<file path="src/rtl/feistel_pkg.sv">
// Shared definitions for the nibble-Feistel encrypt/decrypt datapaths.
package feistel_pkg;

  localparam int NIB_W      = 4;
  localparam int LAT_SERIAL = 5;
  localparam int LAT_PAR    = 2;

  typedef enum logic [1:0] {
    IDLE,
    EXPAND,
    ADD,
    EMIT
  } state_t;

  function automatic logic [7:0] expand(input logic [NIB_W-1:0] l);
    return {l[3], l[0], l[1], l[2], l[1], l[3], l[2], l[0]};
  endfunction

endpackage

</file>
<file path="src/rtl/feistel_decrypt_unit_adder.sv">
// Nibble adder for the round function: one bit per step, or whole nibble.
module serial_nibble_adder
  import feistel_pkg::*;
#(
  parameter bit BIT_SERIAL = 1'b1
) (
  input  logic             clock,
  input  logic             reset,
  input  logic             start,
  input  logic             step,
  input  logic [NIB_W-1:0] a,
  input  logic [NIB_W-1:0] b,
  input  logic             cin,
  output logic             done,
  output logic [NIB_W-1:0] sum
);

  logic [1:0]       cnt;
  logic             carry_r;
  logic [NIB_W-1:0] sum_r;
  logic             bit_a;
  logic             bit_b;
  logic             bit_s;
  logic             bit_c;

  assign bit_a = a[cnt];
  assign bit_b = b[cnt];
  assign bit_s = bit_a ^ bit_b ^ carry_r;
  assign bit_c = (bit_a & bit_b) | (bit_a & carry_r) | (bit_b & carry_r);

  // sum is the value sum_r takes on this step, so the final one can be used directly
  always_comb begin
    sum = sum_r;
    if (BIT_SERIAL) begin
      sum[cnt] = bit_s;
    end else begin
      sum = a + b + {3'b000, carry_r};
    end
    done = step && (BIT_SERIAL ? (cnt == 2'd3) : 1'b1);
  end

  always_ff @(posedge clock) begin
    if (reset) begin
      cnt     <= '0;
      carry_r <= 1'b0;
      sum_r   <= '0;
    end else if (start) begin
      cnt     <= '0;
      carry_r <= cin;
      sum_r   <= '0;
    end else if (step) begin
      cnt     <= cnt + 2'd1;
      carry_r <= bit_c;
      sum_r   <= sum;
    end
  end

endmodule

</file>
<file path="src/rtl/feistel_decrypt_unit.sv">
// Iterative nibble-Feistel decryptor: recomputes F from the low nibble
// and unmasks the high nibble of the ciphertext.
module feistel_decrypt_unit
  import feistel_pkg::*;
#(
  parameter bit BIT_SERIAL = 1'b1
) (
  input  logic       clock,
  input  logic       reset,
  input  logic       in_valid,
  output logic       in_ready,
  input  logic [7:0] enc_in,
  input  logic [7:0] key_in,
  output logic       out_valid,
  input  logic       out_ready,
  output logic [7:0] dec_out,
  output logic [3:0] f_out,
  output logic       busy
);

  state_t     state;
  logic [7:0] enc_r;
  logic [7:0] key_r;
  logic [7:0] x_r;
  logic       add_done;
  logic [3:0] add_sum;

  assign in_ready = (state == IDLE) && !reset;
  assign busy     = (state != IDLE);

  serial_nibble_adder #(
    .BIT_SERIAL(BIT_SERIAL)
  ) u_adder (
    .clock(clock),
    .reset(reset),
    .start(state == EXPAND),
    .step (state == ADD),
    .a    (x_r[7:4]),
    .b    (x_r[3:0]),
    .cin  (key_r[0]),
    .done (add_done),
    .sum  (add_sum)
  );

  always_ff @(posedge clock) begin
    if (reset) begin
      state     <= IDLE;
      enc_r     <= '0;
      key_r     <= '0;
      x_r       <= '0;
      dec_out   <= '0;
      f_out     <= '0;
      out_valid <= 1'b0;
    end else begin
      unique case (state)
        IDLE: begin
          if (in_valid) begin
            enc_r <= enc_in;
            key_r <= key_in;
            state <= EXPAND;
          end
        end
        EXPAND: begin
          x_r   <= expand(enc_r[3:0]) ^ key_r;
          state <= ADD;
        end
        ADD: begin
          if (add_done) begin
            dec_out   <= {enc_r[7:4] ^ add_sum, enc_r[3:0]};
            f_out     <= add_sum;
            out_valid <= 1'b1;
            state     <= EMIT;
          end
        end
        EMIT: begin
          if (out_ready) begin
            out_valid <= 1'b0;
            state     <= IDLE;
          end
        end
      endcase
    end
  end

endmodule
</file>
<file path="config.mk">
export PLATFORM = sky130hd
export DESIGN_NAME = feistel_decrypt_unit
export DESIGN_NICKNAME = d
export VERILOG_FILES = /design/src/rtl/feistel_pkg.sv /design/src/rtl/feistel_decrypt_unit_adder.sv /design/src/rtl/feistel_decrypt_unit.sv
export SDC_FILE = /design/constraint.sdc
export NUM_CORES = 1
export LEC_CHECK = 0
export ABC_AREA = 1
export BUFFER_PORTS_ARGS = -buffer_cell sky130_fd_sc_hd__buf_4
export CORE_UTILIZATION = 55
export CTS_CLUSTER_DIAMETER = 80
export DETAILED_ROUTE_END_ITERATION = 10
export HOLD_SLACK_MARGIN = 0.02
export PLACE_DENSITY_LB_ADDON = 0.3
export SYNTH_ARGS = -nofsm -noshare
export SYNTH_HDL_FRONTEND = slang
export SYNTH_SLANG_ARGS = --single-unit
</file>
<file path="constraint.sdc">
create_clock -name clock -period 2 [get_ports clock]
set_input_delay 0.1 -clock clock [delete_from_list [all_inputs] [get_ports clock]]
set_output_delay 0.1 -clock clock [all_outputs]
set_load 0.05 [all_outputs]
</file>
# After elaboration in Yosys (flattened, before gate mapping)
# Index checks and enable logic that the tools add are counted.
word_totals:
  reg_bits: 46
  inputBits: 20
  out_inout_bits: 15
  elab_cells: 58
op_classes:
  add_sub_neg: 1
  magnitude_cmp: 2
  eq_ne: 7
  n_mux: 16
  bitwise: 9
  n_reduce_logical: 13
op_table:
  columns: ["cell", "n"]
  rows:
  - ["$pmux 2 s4", 1]
  - ["$xor 8x8->8", 1]
  - ["$mux 1", 7]
  - ["$eq 2x2->1 const B", 3]
  - ["$mux 2", 3]
  - ["$ne 2x2->1 const B", 3]
  - ["$reduce_and 3->1", 2]
  - ["$reduce_bool 2->1", 3]
  - ["$bmux 1 s2", 2]
  - ["$bwmux 4", 1]
  - ["$reduce_and 2->1", 2]
  - ["$xor 4x4->4", 1]
  - ["$and 1x1->1", 3]
  - ["$logic_and 1x1->1", 3]
  - ["$lt 2x3->1 const B", 1]
  - ["$add 2x1->2 const B", 1]
  - ["$demux 1 s2", 1]
  - ["$eq 2x1->1 const B", 1]
  - ["$ge 2x1->1 const B", 1]
  - ["$logic_not 2->1", 1]
  - ["$or 1x1->1", 2]
  - ["$pmux 1 s2", 1]
  - ["$reduce_or 2->1", 1]
  - ["$xor 1x1->1", 2]
  - ["$logic_not 1->1", 1]

# Logic depth before layout (Yosys ltp)
logic_depth:
  ltp_word: 7
  mapped_depth: 11
  mapped_depth_nobuf: 10

# Hierarchy
# A second synthesis with hierarchy kept.
hier_totals:
  cells_unflattened: 280
  area_unflattened_um2: 2174.6
modules_own_cells:
  columns: ["module", "n_inst", "cells_per_inst", "area_each_um2", "seq_area_each_um2"]
  rows:
  - ["feistel_decrypt_unit", 1, 211, 1705.4, 780.7]
  - ["serial_nibble_adder", 1, 69, 469.2, 140.1]

# Worst setup path after synthesis
# No wires, ideal clock.
synth_timing:
  path_kind: "reg-to-reg"
  from: "reg u_adder.cnt[0]"
  to: "reg dec_out[6]"
  setup_time_ps: 109
  arrival_ps: 1682
  required_time_ps: 1891
  path_slack_ps: 209
  path_stages_with_launch: 12
  path_cell_list: "dfxtp_1 buf_2 o21ai_0 a21oi_1 a21oi_1 fa_1 nand2_1 nand2_1 nand2_1 nand3_1 nand2_1 inv_1"
synth_between:
  elab_chain_cells: 6
  word_cells_on_any_way: 16
synth_rtl:
  columns: ["item", "line_no", "text"]
  rows:
  - ["from (decl)", "feistel_decrypt_unit_adder.sv:18", "logic [1:0] cnt;"]
  - ["from (signal assigned)", "feistel_decrypt_unit_adder.sv:52", "cnt <= cnt + 2'd1;"]
  - ["$lt 2x3->1 (not written as such) (tied with other cells)", "feistel_decrypt_unit_adder.sv:35", "sum[cnt] = bit_s;"]
  - ["$logic_and 1x1->1 (not written as such) (tied with other cells)", "feistel_decrypt_unit_adder.sv:35", null]
  - ["$mux 1 (not written as such) or $xor 1x1->1 (tied branches)", "feistel_decrypt_unit_adder.sv:35, feistel_decrypt_unit_adder.sv:28", null]
  - ["$demux 1 s2 or $xor 1x1->1 (tied branches)", null, null]
  - ["$bwmux 4", "feistel_decrypt_unit_adder.sv:35", null]
  - ["$xor 4x4->4", "feistel_decrypt_unit.sv:69", "dec_out <= {enc_r[7:4] ^ add_sum, enc_r[3:0]};"]
  - ["to (signal assigned)", "feistel_decrypt_unit.sv:69", null]
  - ["to (decl)", "feistel_decrypt_unit.sv:16", "output logic [7:0] dec_out,"]
# Parallel ways exist; a longest one is shown, timed or not. The select of a mux whose other input is x is not followed.
# A chain may end at the register's enable or synchronous reset.

# Worst setup path in the final report
layout_timing:
  from: "reg u_adder.cnt[0]"
  to: "reg dec_out[5]"
# Same word-level chain as after synthesis.

==> impl_metrics.xml <==
<?xml version="1.0" encoding="UTF-8"?>
<metrics>
  <group name="detailed_routing">
    <metric name="firstDrtPassIters" unit="">4</metric>
    <metric name="routed-wl-met2" unit="um">1830</metric>
    <metric name="maxUsedRoutingLayer" unit="">met4</metric>
    <metric name="drt_first_iter_violations" unit="">79</metric>
    <metric name="drc_markers" unit="">0</metric>
    <metric name="drt.antenna.violating_nets" unit="">0</metric>
    <metric name="post_drt_wl_per_cell" unit="um">11.32</metric>
    <metric name="num_vias" unit="">1767</metric>
    <metric name="wl_met3" unit="um">159</metric>
    <metric name="route.layer.met1.wl" unit="um">1990</metric>
    <metric name="number_of_vias_per_cell_after_detailed_routing" unit="">4.936</metric>
    <metric name="postRouteWirelength" unit="um">4051</metric>
  </group>
  <group name="floorplanning">
    <metric name="dieArea" unit="mm2">0.004048</metric>
    <metric name="effective_utilization_at_floorplan" unit="%">57.04</metric>
    <metric name="die_x" unit="um">63.62</metric>
    <metric name="die_h" unit="um">63.62</metric>
    <metric name="placeableCoreArea" unit="mm2">0.003661</metric>
    <metric name="placement_rows" unit="">22</metric>
    <metric name="ios" unit="">35</metric>
  </group>
  <group name="flow_run">
    <metric name="maxCapViolations" unit="">0</metric>
  </group>
  <group name="power_and_ir_drop">
    <metric name="clkPwrFrac" unit="%">22.4</metric>
    <metric name="power_density" unit="mW/mm2">1291</metric>
    <metric name="power.switching" unit="uW">1185</metric>
    <metric name="leakagePower" unit="uW">0.001209</metric>
    <metric name="power.switching_fraction" unit="%">37.80</metric>
    <metric name="cellInternalPower" unit="uW">1950</metric>
    <metric name="comb_power_share" unit="%">37.3</metric>
    <metric name="ir_worst_vdd" unit="mV">0.8897</metric>
    <metric name="pwr-share-seq" unit="%">40.3</metric>
  </group>
  <group name="setup_path">
    <metric name="cell_repeated_most_along_the_worst_path" unit="">nand2_1</metric>
    <metric name="critical_path.startpoint_type" unit="">flip-flop</metric>
    <metric name="critical-path-slowest-cell" unit="">fa_1</metric>
    <metric name="cp_cell_sequence" unit="">o21ai_0 -&gt; a21oi_1 -&gt; a21oi_1 -&gt; fa_1 -&gt; nand2_1 -&gt; nand2_1 -&gt; nand2_1 -&gt; nand3_1 -&gt; nand2_1 -&gt; inv_1</metric>
    <metric name="critPathKind" unit="">reg -&gt; reg</metric>
    <metric name="timing.critical_path.arrival" unit="ps">2040</metric>
    <metric name="critical_path.top_delay_family" unit="">adder cells</metric>
    <metric name="worstPathBufferInverterCount" unit="">1</metric>
    <metric name="worstPathRequired" unit="ps">2200</metric>
    <metric name="worst-path-max-fanout" unit="">11</metric>
    <metric name="timing.critical_path.slowest_cell_delay" unit="ps">530</metric>
    <metric name="setup.worst_path.end_class" unit="">flip-flop</metric>
  </group>
  <group name="global_route">
    <metric name="first_global_vias" unit="">1616</metric>
    <metric name="grt_max_degree" unit="">29</metric>
    <metric name="total_grt_overflow" unit="">0</metric>
    <metric name="gr-usage-all-layers" unit="%">22.90</metric>
    <metric name="initial_antenna_violation_count" unit="">0</metric>
    <metric name="grt_first_pass_wirelength" unit="um">7051</metric>
  </group>
  <group name="sta">
    <metric name="finClkSkew" unit="ps">6.801</metric>
    <metric name="max_freq" unit="MHz">544.7</metric>
    <metric name="slew_viol_final" unit="">0</metric>
    <metric name="worst_slew_pin_slew" unit="ps">400.6</metric>
    <metric name="setup_viol_count_final" unit="">0</metric>
    <metric name="total_count_of_hold_check_failures_in_the_final_report" unit="">0</metric>
    <metric name="max_slew_margin" unit="%">73.25</metric>
    <metric name="period_needed" unit="ps">1836</metric>
    <metric name="post-route-period-util" unit="%">91.80</metric>
    <metric name="totalNegativeSetupSlack" unit="ps">0</metric>
  </group>
  <group name="synth">
    <metric name="syn-instance-count" unit="">278</metric>
    <metric name="synth_seq_area_share" unit="%">43.14</metric>
    <metric name="synth_xor_xnor_area_share" unit="%">3.775</metric>
    <metric name="synth_fa_ha_area_share" unit="%">6.351</metric>
    <metric name="ys_seq_elements" unit="">45</metric>
    <metric name="synth_cell_types" unit="">22</metric>
    <metric name="cell_area_after_synthesis" unit="mm2">0.002088</metric>
    <metric name="synthesis.area_per_instance" unit="um2">7.512</metric>
    <metric name="synth-warning-count" unit="">0</metric>
    <metric name="synth-compound-area-share" unit="%">15.46</metric>
    <metric name="syn_nets" unit="">308</metric>
    <metric name="largest_family_of_logic_cells_by_synthesized_area" unit="">simple AND/OR/NAND/NOR gates</metric>
    <metric name="yosys-mux-area-fraction" unit="%">0</metric>
    <metric name="synth_simple_gate_area_share" unit="%">18.69</metric>
  </group>
  <group name="layout">
    <metric name="num-nets-final" unit="">339</metric>
    <metric name="antenna-diode-count" unit="">0</metric>
    <metric name="layoutNonFillerInstCount" unit="">358</metric>
    <metric name="final_cell_area" unit="mm2">0.002427</metric>
    <metric name="final_layout_size_suffix_gt1_share" unit="%">16.45</metric>
    <metric name="syn2layout_area_growth" unit="%">16.24</metric>
  </group>
  <group name="cts">
    <metric name="ctsLongestPathBuffers" unit="">2</metric>
    <metric name="clk_latency" unit="ps">300</metric>
    <metric name="cts.sink_count" unit="">45</metric>
    <metric name="cts-buffers-inserted" unit="">5</metric>
    <metric name="clk_root_buffer_cell" unit="">clkbuf_8</metric>
    <metric name="tritoncts" unit="">yes</metric>
    <metric name="cts_max_level" unit="">2</metric>
    <metric name="worst_setup_hold_path_clk_slew" unit="ps">80</metric>
  </group>
  <group name="placed_design">
    <metric name="detailed_place_hpwl" unit="um">2771</metric>
    <metric name="place.port_buffers" unit="">34</metric>
    <metric name="dpl.cell_count" unit="">350</metric>
    <metric name="routabilityCongestion" unit="">0.8032</metric>
    <metric name="placed_area" unit="mm2">0.002310</metric>
  </group>
  <group name="run_status">
    <metric name="status" unit="">completed</metric>
  </group>
  <group name="worst_hold_path">
    <metric name="min_path_type" unit="">in -&gt; reg</metric>
  </group>
</metrics>
[cell type report]
cell class / instances / area (um2)
sequential: 45 / 902.1
inverter: 42 / 161.4
clock buffer: 7 / 86.33
clock inverter: 1 / 30.03
tap: 48 / 60.06
multi-input combinational: 180 / 924.6
timing repair buffer: 35 / 262.8
fill: 329 / 1234
[flip-flops by register name, indices dropped and copies added, names as in the netlist]
signal           flops
dec_out              8
enc_r                8
key_r                8
x_r                  8
f_out                4
u_adder.sum_r        3
state                2
u_adder.cnt          2
out_valid            1
u_adder.carry_r      1
[per-layer routing]
metal  vias to the layer above  track usage, %
met5                         -               0
met4                         0           8.523
met3                         8           5.978
met2                        40           37.63
met1                       784           28.49
li1                        935               -
[cells in the mapped netlist, drive strengths merged]
master | instances | share of area (%)
a21oi | 21 | 5.0
buf | 10 | 4.7
clkbuf | 1 | 0.18
clkinv | 1 | 0.24
dfxtp | 45 | 43
fa | 1 | 0.96
ha | 9 | 5.4
inv | 41 | 7.5
nand2 | 31 | 5.9
nand3 | 9 | 2.2
nor2 | 56 | 10
o211ai | 1 | 0.36
o21ai | 42 | 10
or2 | 1 | 0.30
xor2 | 9 | 3.8
[power by group through the flow]
stage	Clock, uW	Sequential [uW]	Combinational (uW)
floorplan	0	1240	984
global placement	0	1270	1140
detailed placement	0	1280	1170
CTS	718	1260	1180
global route	758	1290	1370
finish	703	1260	1170
[logic make-up (layout without fill, tap and decap cells)]
| group | after synthesis | count (layout) |
|---|---|---|
| AO/OA/AOI/OAI | 64 | 64 |
| XOR/XNOR | 9 | 9 |
| adder cells (fa/ha/maj) | 10 | 10 |
| buffers and inverters | 53 | 85 |
| flip-flops | 45 | 45 |
| AND/OR/NAND/NOR | 97 | 97 |
[placed cells by master (no fill, tap or decap), drive strengths merged, types with 9 or more instances in the layout]
cell type   n
nand3       9
o21ai      42
nand2      31
dfxtp      45
ha          9
a21oi      21
buf        35
nor2       56
inv        41
xor2        9
[through the flow]
step,worst slack [ps],hold slack [ps],total power [uW],utilization [%]
2_1_floorplan,209.4,245.5,2228,-
3_3_place_gp,139.2,343.4,2413,63.09
3_5_place_dp,86.80,350.1,2445,63.09
4_1_cts,68.98,34.32,3154,66.27
5_1_grt,-30.28,47.82,3419,66.30
6_report,164.0,36.79,3135,66.30
[final timing paths]
kind / end / from / cells past startpoint / slack [ps]
setup / recovery: dec_out[5] / u_adder.cnt[0] / 10 / 160
hold / removal: key_r[1] / key_in[1] / 3 / 40
hold reg to reg: enc_r[6] / enc_r[6] / 2 / 480
setup reg to reg: dec_out[5] / u_adder.cnt[0] / 10 / 160
[worst min-delay path, stage by stage]
cell and delay, ps:
buf_4 80, o21ai_1 50, nor2_1 70
[what timing repair did]
action,in CTS,in global routing
hold buffers,0,0
endpoints found under the setup margin,0,5
setup buffers,0,0
resized for setup,0,1
(Power assumes the default switching activity.)
